### src/rtl/reset_sequencer_pkg.sv
// rtl/reset_sequencer_pkg.sv - shared types and constants for the reset sequencer
//
// Purpose : FSM state encoding, lock-loss counter width and a small helper
//           used to size the shared sequencing counter.
// Ports   : none (package).
package reset_sequencer_pkg;

  typedef enum logic [2:0] {
    S_RESET     = 3'd0,
    S_WAIT_LOCK = 3'd1,
    S_STABLE    = 3'd2,
    S_PERIPH_UP = 3'd3,
    S_RUN       = 3'd4,
    S_SOFT_HOLD = 3'd5
  } seq_state_t;

  localparam int LOCK_LOSS_CNT_W = 8;

  function automatic int max3(input int a, input int b, input int c);
    int m;
    m = (a > b) ? a : b;
    return (m > c) ? m : c;
  endfunction

endpackage

### src/rtl/reset_sequencer_bit_synchronizer.sv
// rtl/reset_sequencer_bit_synchronizer.sv - multi-flop single-bit synchronizer
//
// Purpose : Brings a single asynchronous bit into the clk domain through a
//           STAGES-deep flop chain, asynchronously cleared to RESET_VAL.
// Ports   : clk      - destination clock
//           N_RESET  - asynchronous active-low clear
//           d        - asynchronous input bit
//           q        - synchronized output (last stage)
module bit_synchronizer #(
  parameter int   STAGES    = 2,
  parameter logic RESET_VAL = 1'b0
) (
  input  logic clk,
  input  logic N_RESET,
  input  logic d,
  output logic q
);

  logic [STAGES-1:0] sync_q;

  always_ff @(posedge clk or negedge N_RESET) begin
    if (!N_RESET) begin
      sync_q <= {STAGES{RESET_VAL}};
    end else begin
      sync_q <= {sync_q[STAGES-2:0], d};
    end
  end

  assign q = sync_q[STAGES-1];

endmodule

### src/rtl/reset_sequencer.sv
// rtl/reset_sequencer.sv - power-up / run-time reset sequencer
//
// Purpose : Holds downstream logic in reset until PLL lock has been stable,
//           releases peripheral reset then core reset after a stagger delay,
//           re-sequences on lock loss and supports a core-only soft reset.
// Ports   : clk             - system clock (PLL output)
//           N_RESET         - board reset, asynchronous active-low
//           pll_lock        - PLL lock, asynchronous to clk
//           soft_reset_req  - single-cycle core-only reset request
//           periph_reset    - active-high peripheral reset
//           core_reset      - active-high control-unit reset
//           idle            - 1 whenever the state is not S_RUN
//           seq_state       - current FSM state encoding
//           lock_loss_count - saturating count of lock losses after release
module reset_sequencer
  import reset_sequencer_pkg::*;
#(
  parameter int LOCK_STABLE_CYCLES = 1024,
  parameter int STAGGER_CYCLES     = 16,
  parameter int SOFT_HOLD_CYCLES   = 8,
  parameter int SYNC_STAGES        = 2
) (
  input  logic                       clk,
  input  logic                       N_RESET,
  input  logic                       pll_lock,
  input  logic                       soft_reset_req,
  output logic                       periph_reset,
  output logic                       core_reset,
  output logic                       idle,
  output logic [2:0]                 seq_state,
  output logic [LOCK_LOSS_CNT_W-1:0] lock_loss_count
);

  // The counter only ever reaches (parameter - 1), so clog2 of the largest
  // parameter is enough and it can never wrap.
  localparam int MAX_CYCLES = max3(LOCK_STABLE_CYCLES, STAGGER_CYCLES, SOFT_HOLD_CYCLES);
  localparam int CNT_W      = $clog2(MAX_CYCLES);

  localparam logic [CNT_W-1:0] LOCK_LAST    = CNT_W'(LOCK_STABLE_CYCLES - 1);
  localparam logic [CNT_W-1:0] STAGGER_LAST = CNT_W'(STAGGER_CYCLES - 1);
  localparam logic [CNT_W-1:0] SOFT_LAST    = CNT_W'(SOFT_HOLD_CYCLES - 1);

  logic rst_sync;
  logic lock_s;

  seq_state_t                 state_q, state_d;
  logic [CNT_W-1:0]           cnt_q, cnt_d;
  logic                       periph_q, periph_d;
  logic                       core_q, core_d;
  logic                       idle_q, idle_d;
  logic [LOCK_LOSS_CNT_W-1:0] llc_q, llc_d;

  // Reset-release chain: shifts in a constant 1 once N_RESET is deasserted.
  bit_synchronizer #(
    .STAGES    (SYNC_STAGES),
    .RESET_VAL (1'b0)
  ) u_rst_sync (
    .clk     (clk),
    .N_RESET (N_RESET),
    .d       (1'b1),
    .q       (rst_sync)
  );

  bit_synchronizer #(
    .STAGES    (SYNC_STAGES),
    .RESET_VAL (1'b0)
  ) u_lock_sync (
    .clk     (clk),
    .N_RESET (N_RESET),
    .d       (pll_lock),
    .q       (lock_s)
  );

  always_ff @(posedge clk or negedge N_RESET) begin
    if (!N_RESET) begin
      state_q  <= S_RESET;
      cnt_q    <= '0;
      periph_q <= 1'b1;
      core_q   <= 1'b1;
      idle_q   <= 1'b1;
      llc_q    <= '0;
    end else begin
      state_q  <= state_d;
      cnt_q    <= cnt_d;
      periph_q <= periph_d;
      core_q   <= core_d;
      idle_q   <= idle_d;
      llc_q    <= llc_d;
    end
  end

  always_comb begin
    state_d  = state_q;
    cnt_d    = cnt_q;
    periph_d = periph_q;
    core_d   = core_q;
    llc_d    = llc_q;

    case (state_q)
      S_RESET: begin
        cnt_d = '0;
        if (rst_sync) begin
          state_d = S_WAIT_LOCK;
        end
      end

      S_WAIT_LOCK: begin
        cnt_d = '0;
        if (lock_s) begin
          state_d = S_STABLE;
        end
      end

      // Dropping lock before release is just a restart, not a lock loss.
      S_STABLE: begin
        if (!lock_s) begin
          state_d = S_WAIT_LOCK;
          cnt_d   = '0;
        end else if (cnt_q == LOCK_LAST) begin
          state_d  = S_PERIPH_UP;
          periph_d = 1'b0;
          cnt_d    = '0;
        end else begin
          cnt_d = cnt_q + 1'b1;
        end
      end

      S_PERIPH_UP: begin
        if (cnt_q == STAGGER_LAST) begin
          state_d = S_RUN;
          core_d  = 1'b0;
          cnt_d   = '0;
        end else begin
          cnt_d = cnt_q + 1'b1;
        end
      end

      S_RUN: begin
        cnt_d = '0;
        if (soft_reset_req) begin
          state_d = S_SOFT_HOLD;
          core_d  = 1'b1;
        end
      end

      S_SOFT_HOLD: begin
        if (cnt_q == SOFT_LAST) begin
          state_d = S_RUN;
          core_d  = 1'b0;
          cnt_d   = '0;
        end else begin
          cnt_d = cnt_q + 1'b1;
        end
      end

      default: begin
        state_d  = S_RESET;
        cnt_d    = '0;
        periph_d = 1'b1;
        core_d   = 1'b1;
      end
    endcase

    // Lock loss after release overrides whatever the state logic decided,
    // which gives it priority over soft reset and counter expiry.
    if (!lock_s && (state_q == S_PERIPH_UP || state_q == S_RUN || state_q == S_SOFT_HOLD)) begin
      state_d  = S_WAIT_LOCK;
      cnt_d    = '0;
      periph_d = 1'b1;
      core_d   = 1'b1;
      if (llc_q != {LOCK_LOSS_CNT_W{1'b1}}) begin
        llc_d = llc_q + 1'b1;
      end
    end

    idle_d = (state_d != S_RUN);
  end

  assign periph_reset    = periph_q;
  assign core_reset      = core_q;
  assign idle            = idle_q;
  assign seq_state       = state_q;
  assign lock_loss_count = llc_q;

endmodule
### config.mk
export PLATFORM = sky130hd
export DESIGN_NAME = reset_sequencer
export DESIGN_NICKNAME = d
export VERILOG_FILES = /design/src/rtl/reset_sequencer_pkg.sv /design/src/rtl/reset_sequencer_bit_synchronizer.sv /design/src/rtl/reset_sequencer.sv
export SDC_FILE = /design/constraint.sdc
export NUM_CORES = 1
export LEC_CHECK = 0
export ABC_AREA = 1
export BUFFER_PORTS_ARGS = -buffer_cell sky130_fd_sc_hd__buf_2
export CORE_MARGIN = 10
export CORE_UTILIZATION = 57
export CTS_CLUSTER_DIAMETER = 80
export DETAILED_ROUTE_END_ITERATION = 8
export PLACE_DENSITY_LB_ADDON = 0.1
export SLEW_MARGIN = 20
export SYNTH_ARGS = -nofsm -noshare
export SYNTH_HDL_FRONTEND = slang
export SYNTH_SLANG_ARGS = --single-unit
### constraint.sdc
create_clock -name clk -period 1.9 [get_ports clk]
set_input_delay 0.19 -clock clk [delete_from_list [all_inputs] [get_ports clk]]
set_output_delay 0.19 -clock clk [all_outputs]
set_load 0.05 [all_outputs]
; ---- Word level (Yosys, flattened, before mapping)
; Cells that the tools add are included.
[totals]
output_inout_bits = 14
word_cells = 61
regBits = 28
in_bits = 4
[op_classes]
n_addsub = 2
n_reduce_logical = 10
n_eq_ne = 17
n_mux = 24
[op_table]
columns = cell, n
row1 = $mux 10, 5
row2 = $pmux 10 s3, 1
row3 = $mux 3, 8
row4 = $pmux 3 s6, 1
row5 = $ne 3x2->1 const B, 4
row6 = $add 10x1->10 const B, 1
row7 = $eq 10x10->1 const B, 1
row8 = $eq 10x3->1 const B, 1
row9 = $eq 10x4->1 const B, 1
row10 = $add 8x1->8 const B, 1
row11 = $ne 8x8->1 const B, 1
row12 = $mux 1, 7
row13 = $eq 3x2->1 const B, 2
row14 = $eq 3x3->1 const B, 2
row15 = $ne 3x3->1 const B, 2
row16 = $reduce_or 5->1, 1
row17 = $ne 2x1->1 const B, 2
row18 = $pmux 1 s4, 1
row19 = $reduce_and 4->1, 1
row20 = $eq 3x1->1 const B, 1
row21 = $logic_not 3->1, 1
row22 = $reduce_and 3->1, 1
row23 = $reduce_or 3->1, 1
row24 = $logic_or 1x1->1, 2
row25 = other kinds (4), 4

; ---- Longest topological paths before layout
[logic_depth]
word_depth = 6
depth_mapped = 10
mapped_depth_nobuf = 10

; ---- Modules after synthesis
; From an unflattened synthesis, not the netlist that was laid out.
[hier_totals]
hier_cells = 201
area_unflattened_um2 = 1580.3
[modules_own_cells]
columns = mod, seq_area_each_um2, area_each_um2, cells_per_inst, n_inst
row1 = reset_sequencer, 604.3, 1480.2, 197, 1
row2 = bit_synchronizer, 50.0, 50.0, 2, 2

; ---- Worst setup path after synthesis
; No wires, ideal clock.
[synth_path]
path_type = flip-flop to flip-flop
startpoint = register llc_q[1], in the netlist lock_loss_count[1]
endpoint = register llc_q[4], in the netlist lock_loss_count[4]
setup_slack_ps = 102
path_stages_with_launch = 8
arrival_time_ps = 1653
period_less_slack_ps = 1798
setup_time_ps = 145
path_buffers = 0
cell_sequence = dfrtp_1 > ha_1 > nand3_2 > nor2_4 > nand3_1 > nand2_4 > nor2_2 > xor2_1
[synth_via]
elab_chain_cells = 2
elab_cells_between_ends = 3
[synth_rtl]
columns = element, line
row1 = from (decl), reset_sequencer.sv:51  ; logic [LOCK_LOSS_CNT_W-1:0] llc_q, llc_d;
row2 = from (signal assigned), reset_sequencer.sv:88  ; llc_q <= llc_d;
row3 = "parallel branches: the longest is 2 deep, another holds $add 8x1->8", -
; Parallel ways; which one is timed is not known.
; A chain may end at the register's enable or synchronous reset.

; ---- Worst setup path in the final report
[layout_path]
startpoint = register cnt_q[0]
endpoint = register cnt_q[2]
[layout_via]
elab_chain_cells = 5
elab_cells_between_ends = 10
[layout_rtl]
columns = element, line
row1 = from (decl), reset_sequencer.sv:47  ; logic [CNT_W-1:0] cnt_q, cnt_d;
row2 = from (signal assigned), reset_sequencer.sv:84  ; cnt_q <= cnt_d;
row3 = $add 10x1->10 or $eq 10x10->1 (tied branches), -
row4 = $mux 10, reset_sequencer.sv:119  ; end else if (cnt_q == LOCK_LAST) begin
row5 = $mux 10, reset_sequencer.sv:116  ; if (!lock_s) begin
row6 = $pmux 10 s3 (*), reset_sequencer.sv:99  ; case (state_q)
row7 = $mux 10 (*), reset_sequencer.sv:166  ; if (!lock_s && (state_q == S_PERIPH_UP || state_q == S_RUN || state_q == S_SOFT_HOLD)) begin
row8 = net cnt_d[2], reset_sequencer.sv:47
; Mark *: on every way through the listed nets, which the timed path passes. The rest lies on a longest branch.

==> qor.yml <==
sta:
  rsz0062_at_grt: "false"
  period_share: 0.844
  worst_pin_slew_ns: 0.597
  drv_slew: 0
  fmax_mhz: 624
  setup_viol: 0
  post-route-min-period_ns: 1.60
  clock_skew_ns: 0.0119
  finalHoldViolations: 0
  slew_headroom: 0.602
  fin_hold_ws_ns: 0.201
  fin_tns_setup_ns: 0
yosys:
  synth_area_per_cell_um2: 8.35
  synthCells: 192
  synth_area_mm2: 0.00160
  synth-simple-area-share: 0.360
  ys_seq_area_frac: 0.439
  synth_xor_area_frac: 0.0694
  synth_top_family_by_area: "simple AND/OR/NAND/NOR gates"
  synth_fp_nets: 198
  synthAdderAreaFrac: 0.0156
  synth_seq_cells: 28
  synth_compound_gate_area_share: 0.0460
  yosys_warnings: 0
  synth.area.mux_share: 0
  yosys.cell_types.count: 31
route:
  post_drt_wl_per_cell_um: 12.6
  wirelength_mm: 3.10
  drcViolationCount: 0
  first_pass_iters: 4
  postRouteAntennaNets: 0
  vias: 1313
  drtIter0Drc: 102
  vias_per_cell: 5.34
setup_path:
  worst_ep_required_time_ns: 2.12
  path_buf_inv: 0
  r2r_cells: 8
  cp.arrival_ns: 1.83
  crit_top_cell: "nand2_2"
  end_kind: "register"
  crit_family: "simple AND/OR/NAND/NOR gates"
  reg2reg_slack_ns: 0.30
  r2r_end: "cnt_q[2]"
  cp_slowest_cell: "dfrtp_1"
  worstSetupStartpointType: "register"
  r2r_start: "cnt_q[0]"
  slowest_delay_ns: 0.44
  critPathKind: "register to register"
  path_max_fanout: 6
  path_cells: "ha_1 -> nand2_1 -> nor2_4 -> nand4_4 -> nand2_2 -> nand3_1 -> nand2_2 -> nor2_1"
power_and_ir_drop:
  power_density_mw_per_mm2: 1140
  sw_frac_of_total: 0.444
  power.leakage_nw: 0.899
  p_sw_mw: 0.909
  pwr-share-comb: 0.421
  ir_worst_vdd_mv: 0.962
  p_int_mw: 1.14
  p_seq_frac: 0.391
  clock_power_share: 0.188
clocking:
  cts_tree: "built"
  cts_made_buffers: 3
  cts-root-buf: "clkbuf_4"
  cts_num_sinks: 28
  cts_max_path_buffers: 2
  htreeDepth: 1
  cts_resized: 0
  clk_latency_ns: 0.33
  clkSlewWorstSetupHoldPaths_ns: 0.15
die:
  die_area_mm2: 0.00534
  io_pins: 18
  die_w_um: 73.1
  core_area_mm2: 0.00273
  die_y_um: 73.1
  start_util: 0.587
  rows: 19
min_path:
  min_from: "soft_reset_req"
  hold_end: "seq_state[0]"
  whs_path_depth: 5
  hold_class: "primary input to register"
global_route:
  grtUsageTotal: 0.124
  grt_max_degree: 29
  antenna_found_initial: 0
  grt_pass1_vias: 1275
  grt_pass1_wl_mm: 5.55
  gr-total-overflow: 0
placed_design:
  dp_hpwl_mm: 2.42
  portBuffers: 17
  gp_congestion: 0.896
  place_area_mm2: 0.00173
  place_inst: 240
finish:
  finalNonFillerCells: 246
  layout_common_cells: "nand2_1 (42), dfrtp_1 (25), inv_1 (23)"
  final_common_cell: "nand2_1"
  nets: 222
  diodes: 0
  syn2layout_area_growth_pct: 12.2
  layout-drive-gt1-share: 0.228
  final_area_mm2: 0.00180
run:
  maxCapViolCount: 0
outcome:
  status: "finished, final reports clean"
## per-stage QoR
stage / total power [mW] / setup WS, ns / util
floorplan: 1.48 / 0.102 / -
global placement: 1.66 / 0.389 / 0.632
detailed placement: 1.68 / 0.323 / 0.632
finish: 2.05 / 0.297 / 0.659
CTS: 2.07 / 0.307 / 0.659
global route: 2.19 / 0.153 / 0.659
## cells in the mapped netlist
| cell | n | area (um2) |
|---|---|---|
| a31oi_1 | 1 | 6.26 |
| dfstp_2 | 3 | 78.8 |
| inv_1 | 23 | 86.3 |
| nand3b_1 | 1 | 7.51 |
| nor2_1 | 19 | 71.3 |
| dfrtp_1 | 25 | 626 |
| xor2_1 | 8 | 70.1 |
| conb_1 | 1 | 3.75 |
| nand4_4 | 1 | 21.3 |
| nor2_4 | 2 | 22.5 |
| nor3_2 | 1 | 10.0 |
| nand2_4 | 5 | 56.3 |
| xnor2_1 | 1 | 8.76 |
| xnor2_2 | 2 | 32.5 |
| inv_2 | 2 | 7.51 |
| nor3_1 | 2 | 10.0 |
| o211ai_1 | 1 | 7.51 |
| nand2_2 | 5 | 31.3 |
| o21bai_1 | 1 | 7.51 |
| nand4_1 | 6 | 37.5 |
| o21ai_0 | 8 | 40.0 |
| a21oi_1 | 1 | 5.00 |
| nand2_1 | 42 | 158 |
| nand3_1 | 21 | 105 |
| a211oi_1 | 1 | 7.51 |
| nor2_2 | 3 | 18.8 |
| ha_1 | 2 | 25.0 |
| nand3_4 | 1 | 17.5 |
| inv_4 | 1 | 6.26 |
| inv_6 | 1 | 8.76 |
| nand3_2 | 1 | 10.0 |
## registers in the layout, indices dropped and copies added (netlist names)
name and cells:
periph_reset 1, seq_state 3, u_rst_sync.sync_q 2, lock_loss_count 8, core_reset 1, cnt_q 10
u_lock_sync.sync_q 2, idle 1
## routing by layer
| metal | GRT usage | part of all wire | up-vias |
|---|---|---|---|
| met4 | 0.0253 | 0.0061 | 0 |
| met2 | 0.209 | 0.49 | 35 |
| met1 | 0.151 | 0.45 | 618 |
| met5 | 0 | 0 | - |
| met3 | 0.0354 | 0.060 | 2 |
| li1 | - | - | 658 |
## cell families (layout without fill, tap and decap cells)
group,Yosys count,after routing
AND/OR/NAND/NOR,110,110
AO/OA/AOI/OAI,13,13
buffers and inverters,27,50
adder cells (fa/ha/maj),2,2
other,1,1
flip-flops,28,28
XOR/XNOR,11,11
## power groups by stage
stage / clock, mW / combinational (mW) / sequential (mW)
5_1_grt: 0.417 / 0.955 / 0.818
6_report: 0.386 / 0.863 / 0.801
4_1_cts: 0.395 / 0.873 / 0.802
3_3_place_gp: 0 / 0.851 / 0.805
2_1_floorplan: 0 / 0.428 / 1.05
3_5_place_dp: 0 / 0.863 / 0.812
## worst max path at each step
stage | from | endpoint | slack, ns | cells past startpoint
2_1_floorplan | lock_loss_count[1] | lock_loss_count[4] | 0.10 | 7
3_3_place_gp | cnt_q[0] | cnt_q[6] | 0.39 | 8
3_5_place_dp | cnt_q[0] | cnt_q[2] | 0.32 | 8
4_1_cts | cnt_q[0] | cnt_q[7] | 0.31 | 8
5_1_grt | cnt_q[0] | cnt_q[3] | 0.15 | 8
6_report | cnt_q[0] | cnt_q[2] | 0.30 | 8
## worst reg2reg max path: stages (launching register included)
cell and delay (ns):
dfrtp_1 0.44, ha_1 0.23, nand2_1 0.12, nor2_4 0.15, nand4_4 0.13, nand2_2 0.14
nand3_1 0.10, nand2_2 0.15, nor2_1 0.05
## layout make-up
cell class | instances | area (um2)
Clock inverter | 1 | 30.0
Sequential cell | 28 | 704
Fill cell | 231 | 933
Tap cell | 31 | 38.8
Clock buffer | 3 | 22.5
Timing Repair Buffer | 19 | 105
Inverter | 27 | 109
Multi-Input combinational cell | 137 | 791
## repair_timing
action / 4_1_cts / 5_1_grt
endpoints found under the hold margin: 26 / 0
buffers inserted: 0 / 0
hold buffers: 2 / 0
Power figures use the tool's default switching activity.
